[config.mk]
export PLATFORM = sky130hd
export DESIGN_NAME = nibble_serial_adder_ctrl
export DESIGN_NICKNAME = d
export VERILOG_FILES = /design/src/rtl/nibble_serial_adder_ctrl_pkg.sv /design/src/rtl/nibble_serial_adder_ctrl_adder.sv /design/src/rtl/nibble_serial_adder_ctrl.sv
export SDC_FILE = /design/constraint.sdc
export NUM_CORES = 1
export LEC_CHECK = 0
export CORE_MARGIN = 8
export CORE_UTILIZATION = 25
export DETAILED_ROUTE_END_ITERATION = 10
export MAX_ROUTING_LAYER = met4
export SYNTH_ARGS = -nofsm -noshare
export SYNTH_HDL_FRONTEND = slang
export SYNTH_SLANG_ARGS = --single-unit
export TNS_END_PERCENT = 50
[constraint.sdc]
create_clock -name clk -period 7.9 [get_ports clk]
set_input_delay 1.58 -clock clk [delete_from_list [all_inputs] [get_ports clk]]
set_output_delay 1.58 -clock clk [all_outputs]
set_load 0.03 [all_outputs]
[src/rtl/nibble_serial_adder_ctrl_pkg.sv]
// Shared definitions for the nibble-serial adder sequencer: FSM state
// encoding, slice width and the width of the slice index.
package nibble_serial_adder_ctrl_pkg;

  localparam int NIBBLE_W = 4;

  typedef enum logic [1:0] {
    IDLE = 2'd0,
    RUN  = 2'd1,
    DONE = 2'd2
  } state_t;

  // Slice index width: clog2 of the slice count, never narrower than one bit.
  function automatic int idx_width(input int nibbles);
    return (nibbles > 2) ? $clog2(nibbles) : 1;
  endfunction

endpackage

[src/rtl/nibble_serial_adder_ctrl_adder.sv]
// Combinational 4-bit adder slice with carry-in. Besides the carry out of
// bit 3 it exposes the carry into bit 3, which the controller needs to form
// signed overflow on the most significant slice.
module nibble_adder_ci
  import nibble_serial_adder_ctrl_pkg::*;
(
  input  logic [NIBBLE_W-1:0] a,
  input  logic [NIBBLE_W-1:0] b,
  input  logic                cin,
  output logic [NIBBLE_W-1:0] s,
  output logic                cout,
  output logic                c3
);

  logic [NIBBLE_W:0]   full_sum;
  logic [NIBBLE_W-1:0] low_sum;

  // Full 4-bit sum; the extra bit is the slice carry-out.
  assign full_sum = {1'b0, a} + {1'b0, b} + {{NIBBLE_W{1'b0}}, cin};

  // Sum of the three low bits only; its top bit is the carry into bit 3.
  assign low_sum  = {1'b0, a[NIBBLE_W-2:0]} + {1'b0, b[NIBBLE_W-2:0]}
                  + {{(NIBBLE_W-1){1'b0}}, cin};

  assign s    = full_sum[NIBBLE_W-1:0];
  assign cout = full_sum[NIBBLE_W];
  assign c3   = low_sum[NIBBLE_W-1];

endmodule

[src/rtl/nibble_serial_adder_ctrl.sv]
// Multi-nibble adder that reuses one 4-bit slice adder, one nibble per
// clock, LSB first. Operands arrive on a valid/ready request port and the
// W+1-bit sum plus signed overflow leave on a valid/ready result port.
module nibble_serial_adder_ctrl
  import nibble_serial_adder_ctrl_pkg::*;
#(
  parameter int NIBBLES = 4
) (
  input  logic                          clk,
  input  logic                          rst_n,
  input  logic                          start_valid,
  output logic                          start_ready,
  input  logic [NIBBLE_W*NIBBLES-1:0]   a,
  input  logic [NIBBLE_W*NIBBLES-1:0]   b,
  input  logic                          cin,
  input  logic                          abort,
  output logic                          result_valid,
  input  logic                          result_ready,
  output logic [NIBBLE_W*NIBBLES:0]     sum,
  output logic                          ovf,
  output logic                          busy
);

  localparam int W  = NIBBLE_W * NIBBLES;
  localparam int SW = W + 1;
  localparam int IW = idx_width(NIBBLES);
  localparam logic [IW-1:0] LAST_IDX = IW'(NIBBLES - 1);

  state_t              state;
  logic [IW-1:0]       idx;
  logic                carry;
  logic [W-1:0]        a_r;
  logic [W-1:0]        b_r;

  logic [NIBBLE_W-1:0] a_sl;
  logic [NIBBLE_W-1:0] b_sl;
  logic [NIBBLE_W-1:0] s_sl;
  logic                cout_sl;
  logic                c3_sl;
  int                  shamt;

  // Slice mux: select the current nibble of each operand by shifting it down.
  assign shamt = int'(idx) * NIBBLE_W;
  assign a_sl  = NIBBLE_W'(a_r >> shamt);
  assign b_sl  = NIBBLE_W'(b_r >> shamt);

  nibble_adder_ci u_slice (
    .a    (a_sl),
    .b    (b_sl),
    .cin  (carry),
    .s    (s_sl),
    .cout (cout_sl),
    .c3   (c3_sl)
  );

  // Sequencer: accept in IDLE, add one slice per cycle in RUN, hold in DONE.
  // NOTE: every register here uses non-blocking assignment so all state
  // updates see the pre-edge values regardless of statement order.
  always_ff @(posedge clk or negedge rst_n) begin
    if (!rst_n) begin
      state        <= IDLE;
      idx          <= '0;
      carry        <= 1'b0;
      a_r          <= '0;
      b_r          <= '0;
      sum          <= '0;
      ovf          <= 1'b0;
      result_valid <= 1'b0;
      busy         <= 1'b0;
      start_ready  <= 1'b0;
    end else begin
      case (state)
        IDLE: begin
          start_ready <= 1'b1;
          if (start_valid && start_ready) begin
            a_r         <= a;
            b_r         <= b;
            carry       <= cin;
            idx         <= '0;
            sum         <= '0;
            ovf         <= 1'b0;
            start_ready <= 1'b0;
            busy        <= 1'b1;
            state       <= RUN;
          end
        end

        RUN: begin
          if (abort) begin
            // Cancel wins over completion; nothing of the partial sum survives.
            idx         <= '0;
            carry       <= 1'b0;
            sum         <= '0;
            ovf         <= 1'b0;
            busy        <= 1'b0;
            start_ready <= 1'b1;
            state       <= IDLE;
          end else begin
            carry <= cout_sl;
            if (idx == LAST_IDX) begin
              // Sum was cleared at accept, so OR-ing places each nibble.
              sum          <= sum | (SW'(s_sl) << shamt) | (SW'(cout_sl) << W);
              ovf          <= c3_sl ^ cout_sl;
              idx          <= '0;
              result_valid <= 1'b1;
              state        <= DONE;
            end else begin
              sum <= sum | (SW'(s_sl) << shamt);
              idx <= idx + IW'(1);
            end
          end
        end

        DONE: begin
          if (result_ready) begin
            result_valid <= 1'b0;
            busy         <= 1'b0;
            start_ready  <= 1'b1;
            state        <= IDLE;
          end
        end

        default: begin
          state       <= IDLE;
          busy        <= 1'b0;
          start_ready <= 1'b1;
        end
      endcase
    end
  end

endmodule
==> run metrics <==
Synth top area share 53.4%; P&R area growth vs syn 32.0%; Arr. time, crit path 3.47 ns; multi-input combinational cell area 1170 sq um; ranking of synthesized cells by area dfrtp_1 53%, mux2_2 13%, mux4_2 6.6%, a21oi_1 3.7%, nor2_1 2.9%; Comb power frac 48.4%; hold_sp sum[11]$_DFFE_PN0P_; fillcell total 1109; Worst Hold Class reg -> reg; post-synthesis sequential area ratio 53.4%; max_cap viols 0; syn_nets 251; FF-to-FF End ovf$_DFFE_PN0P_; Cell variety after synth 36; H-tree levels 3; CP Class reg -> reg; most common cell after layout, fill and taps aside dfrtp_1; Max clock buf depth 2; Placer Congestion 0.728; switching power total 0.000603 W; Final Util 33.4%; HPWL Detailed 4580 microns; Top Ports 59; core area 10700 sq um; CTS root buffer clkbuf_8; status finished clean; syn avg cell area 13.1 sq um; Initial Util 25.3%; Most Frequent Cell on Critical Path fa_1; CP Buf/Inv Count 0; most frequent cells in the layout 58 x dfrtp_1, 57 x clkdlybuf4s50_1, 32 x mux2_2; postcts setup bufs 0; clock group share of total power 17.6%; FF+latch count, synth 58; Lkg Pwr 1.46 nW; routed wire length 6320 microns; Synth area leader dfrtp_1; I/O Buffers 58; Avg WL per Cell 15.3 microns; layout cells sized above 1 23.5%; worst-path fanout max 16; die area 14500 sq um; slowest CP cell dfrtp_1; die height 120 microns; global-route wire length before repair 10400 microns; worst slew pin tran 1.02 ns; Placed Area 3390 sq um; final setup violating endpoints 0; Worst Hold Depth 2; Post-Syn Area 2720 sq um; Final WS setup 4.66 ns; period utilization 41.0%; post-synthesis cell count 207; Antenna Nets Post-Route 0; Tot GR Track Use 9.59%; FF-to-FF path depth 7; Hold Fails Final Rpt 0; R2R Setup Slk 4.66 ns; initial antenna violation count 0; standard-cell rows 38; Slew headroom 32.1%; synth warn 0; CTS tree done; Vias 1796; number of CTS-inserted buffers 9; Nets 311; VDD IR max 0.000145 V; RSZ-0062 raised after global routing no; Int Pwr 0.000956 W; Max Freq 309 MHz; Reg power frac 34.0%; Req. time, crit path 8.13 ns; DRC violations left 0; number of global-route vias before repair 1951; drt first pass iters 4; sw frac 38.7%; total grt overflow 0; max-slew violation count 0; pre-CTS WS 4.40 ns; Iter 0 DRT Violations 85; # hold bufs at CTS 0; final instance area 3590 sq um; Storage cell area 1450 sq um; die width 120 microns; clock-pin slew on the worst setup and hold paths 0.06 ns; cell family with most CP delay flip-flops; # resized after CTS 0; n_diodes 0; startpoint type of the worst setup path flip-flop; worst-skew pair later-pin latency 0.34 ns; worst r2r src idx[0]$_DFFE_PN0P_; PD cells 435 nW/um^2; Clock Skews 0.00578 ns; largest net degree at the start of global routing 59; tightest hold margin 0.482 ns; CP peak stage delay 0.88 ns; post-route minimum period 3.24 ns; CP Cell Sequence mux4_2 > fa_1 > fa_1 > a21o_1 > a21oi_1 > xnor2_1 > o2bb2ai_1; CP endpoint kind flip-flop; via density per instance 4.36; clk sinks 58; Post-Route Setup TNS 0 ns; hold endpoint sum[11]$_DFFE_PN0P_
## layer usage
metal / GRT usage [%] / part of all wire (%) / vias to the layer above
li1: - / - / 852
met1: 11.5 / 47 / 882
met2: 14.3 / 46 / 52
met3: 3.87 / 5.9 / 10
met4: 3.28 / 1.3 / 0
met5: - / 0 / -
## worst register-to-register path: cells and delay by family (launching register included)
family	cells	cell delay [ns]
flops	1	0.88
fa+ha+maj	2	0.87
mux	1	0.64
compound gates	3	0.55
xor+xnor	1	0.19
## cells by family (layout without fill, tap and decap cells)
| family | count (synthesis) | count (layout) | share of synthesized area [%] |
|---|---|---|---|
| muxes | 41 | 41 | 20.3 |
| xor gates and xnor gates | 3 | 3 | 0.967 |
| buffers and inverters | 13 | 78 | 3.64 |
| AOI/OAI and AO/OA | 37 | 37 | 8.29 |
| adders and majority gates | 6 | 6 | 3.32 |
| and+or+nand+nor | 49 | 49 | 10.1 |
| DFF | 58 | 58 | 53.4 |
## state kept, by name (all words and copies together), names as in the netlist
signal and count:
start_ready 1, b_r 16, result_valid 1, sum 17, state 2, a_r 16
ovf 1, carry 1, idx 2, busy 1
## power by group through the flow
stage	clock, W	combinational (W)	sequential, W
finish	0.000274	0.000755	0.000530
floorplan	0	0.000544	0.000540
global placement	0	0.000745	0.000531
global route	0.000296	0.000833	0.000554
CTS	0.000283	0.000764	0.000534
detailed placement	0	0.000763	0.000537
## worst max-delay path by stage
stage          cells past startpoint  slack (ns)                  end               start
6_report                           7        4.66      ovf$_DFFE_PN0P_  idx[0]$_DFFE_PN0P_
5_1_grt                            7        4.40      ovf$_DFFE_PN0P_  idx[0]$_DFFE_PN0P_
4_1_cts                            7        4.60      ovf$_DFFE_PN0P_  idx[0]$_DFFE_PN0P_
3_5_place_dp                       4        4.40  sum[13]$_DFFE_PN0P_         start_valid
3_3_place_gp                       4        4.51  sum[16]$_DFFE_PN0P_         start_valid
2_1_floorplan                      9        5.19      ovf$_DFFE_PN0P_  idx[0]$_DFFE_PN0P_
## layout make-up
type | count | area share, %
Clock buffer | 14 | 4.54
Clock inverter | 2 | 0.977
Multi-Input combinational cell | 136 | 32.6
Inverter | 3 | 0.314
Tap cell | 140 | 4.88
Timing Repair Buffer | 59 | 16.3
Sequential cell | 58 | 40.5
## metrics by stage
stage | std cells | power [W]
after floorplan | 207 | 0.00108
after global placement | 396 | 0.00128
after detailed placement | 396 | 0.00130
after CTS | 412 | 0.00158
after global routing | 412 | 0.00168
final | 412 | 0.00156
## cell usage after synthesis
master / count
a21o_1: 3
a21oi_1: 20
a21oi_4: 1
a22o_2: 1
a31oi_1: 1
buf_2: 2
buf_4: 4
buf_6: 3
clkbuf_8: 1
dfrtp_1: 58
fa_1: 2
ha_1: 4
inv_1: 3
mux2_2: 32
mux2i_1: 1
mux4_2: 8
nand2_1: 17
nand2b_1: 1
nand3b_4: 1
nor2_1: 21
nor2_8: 1
nor2b_1: 2
nor3_1: 1
nor3_2: 1
nor4b_2: 1
nor4b_4: 1
o21ai_0: 6
o22a_1: 1
o22ai_1: 1
o2bb2ai_1: 1
o31a_1: 1
o31ai_1: 1
or2_4: 1
or3b_4: 1
xnor2_1: 1
xor2_1: 2
No activity file was read; power rests on OpenSTA's default activity.
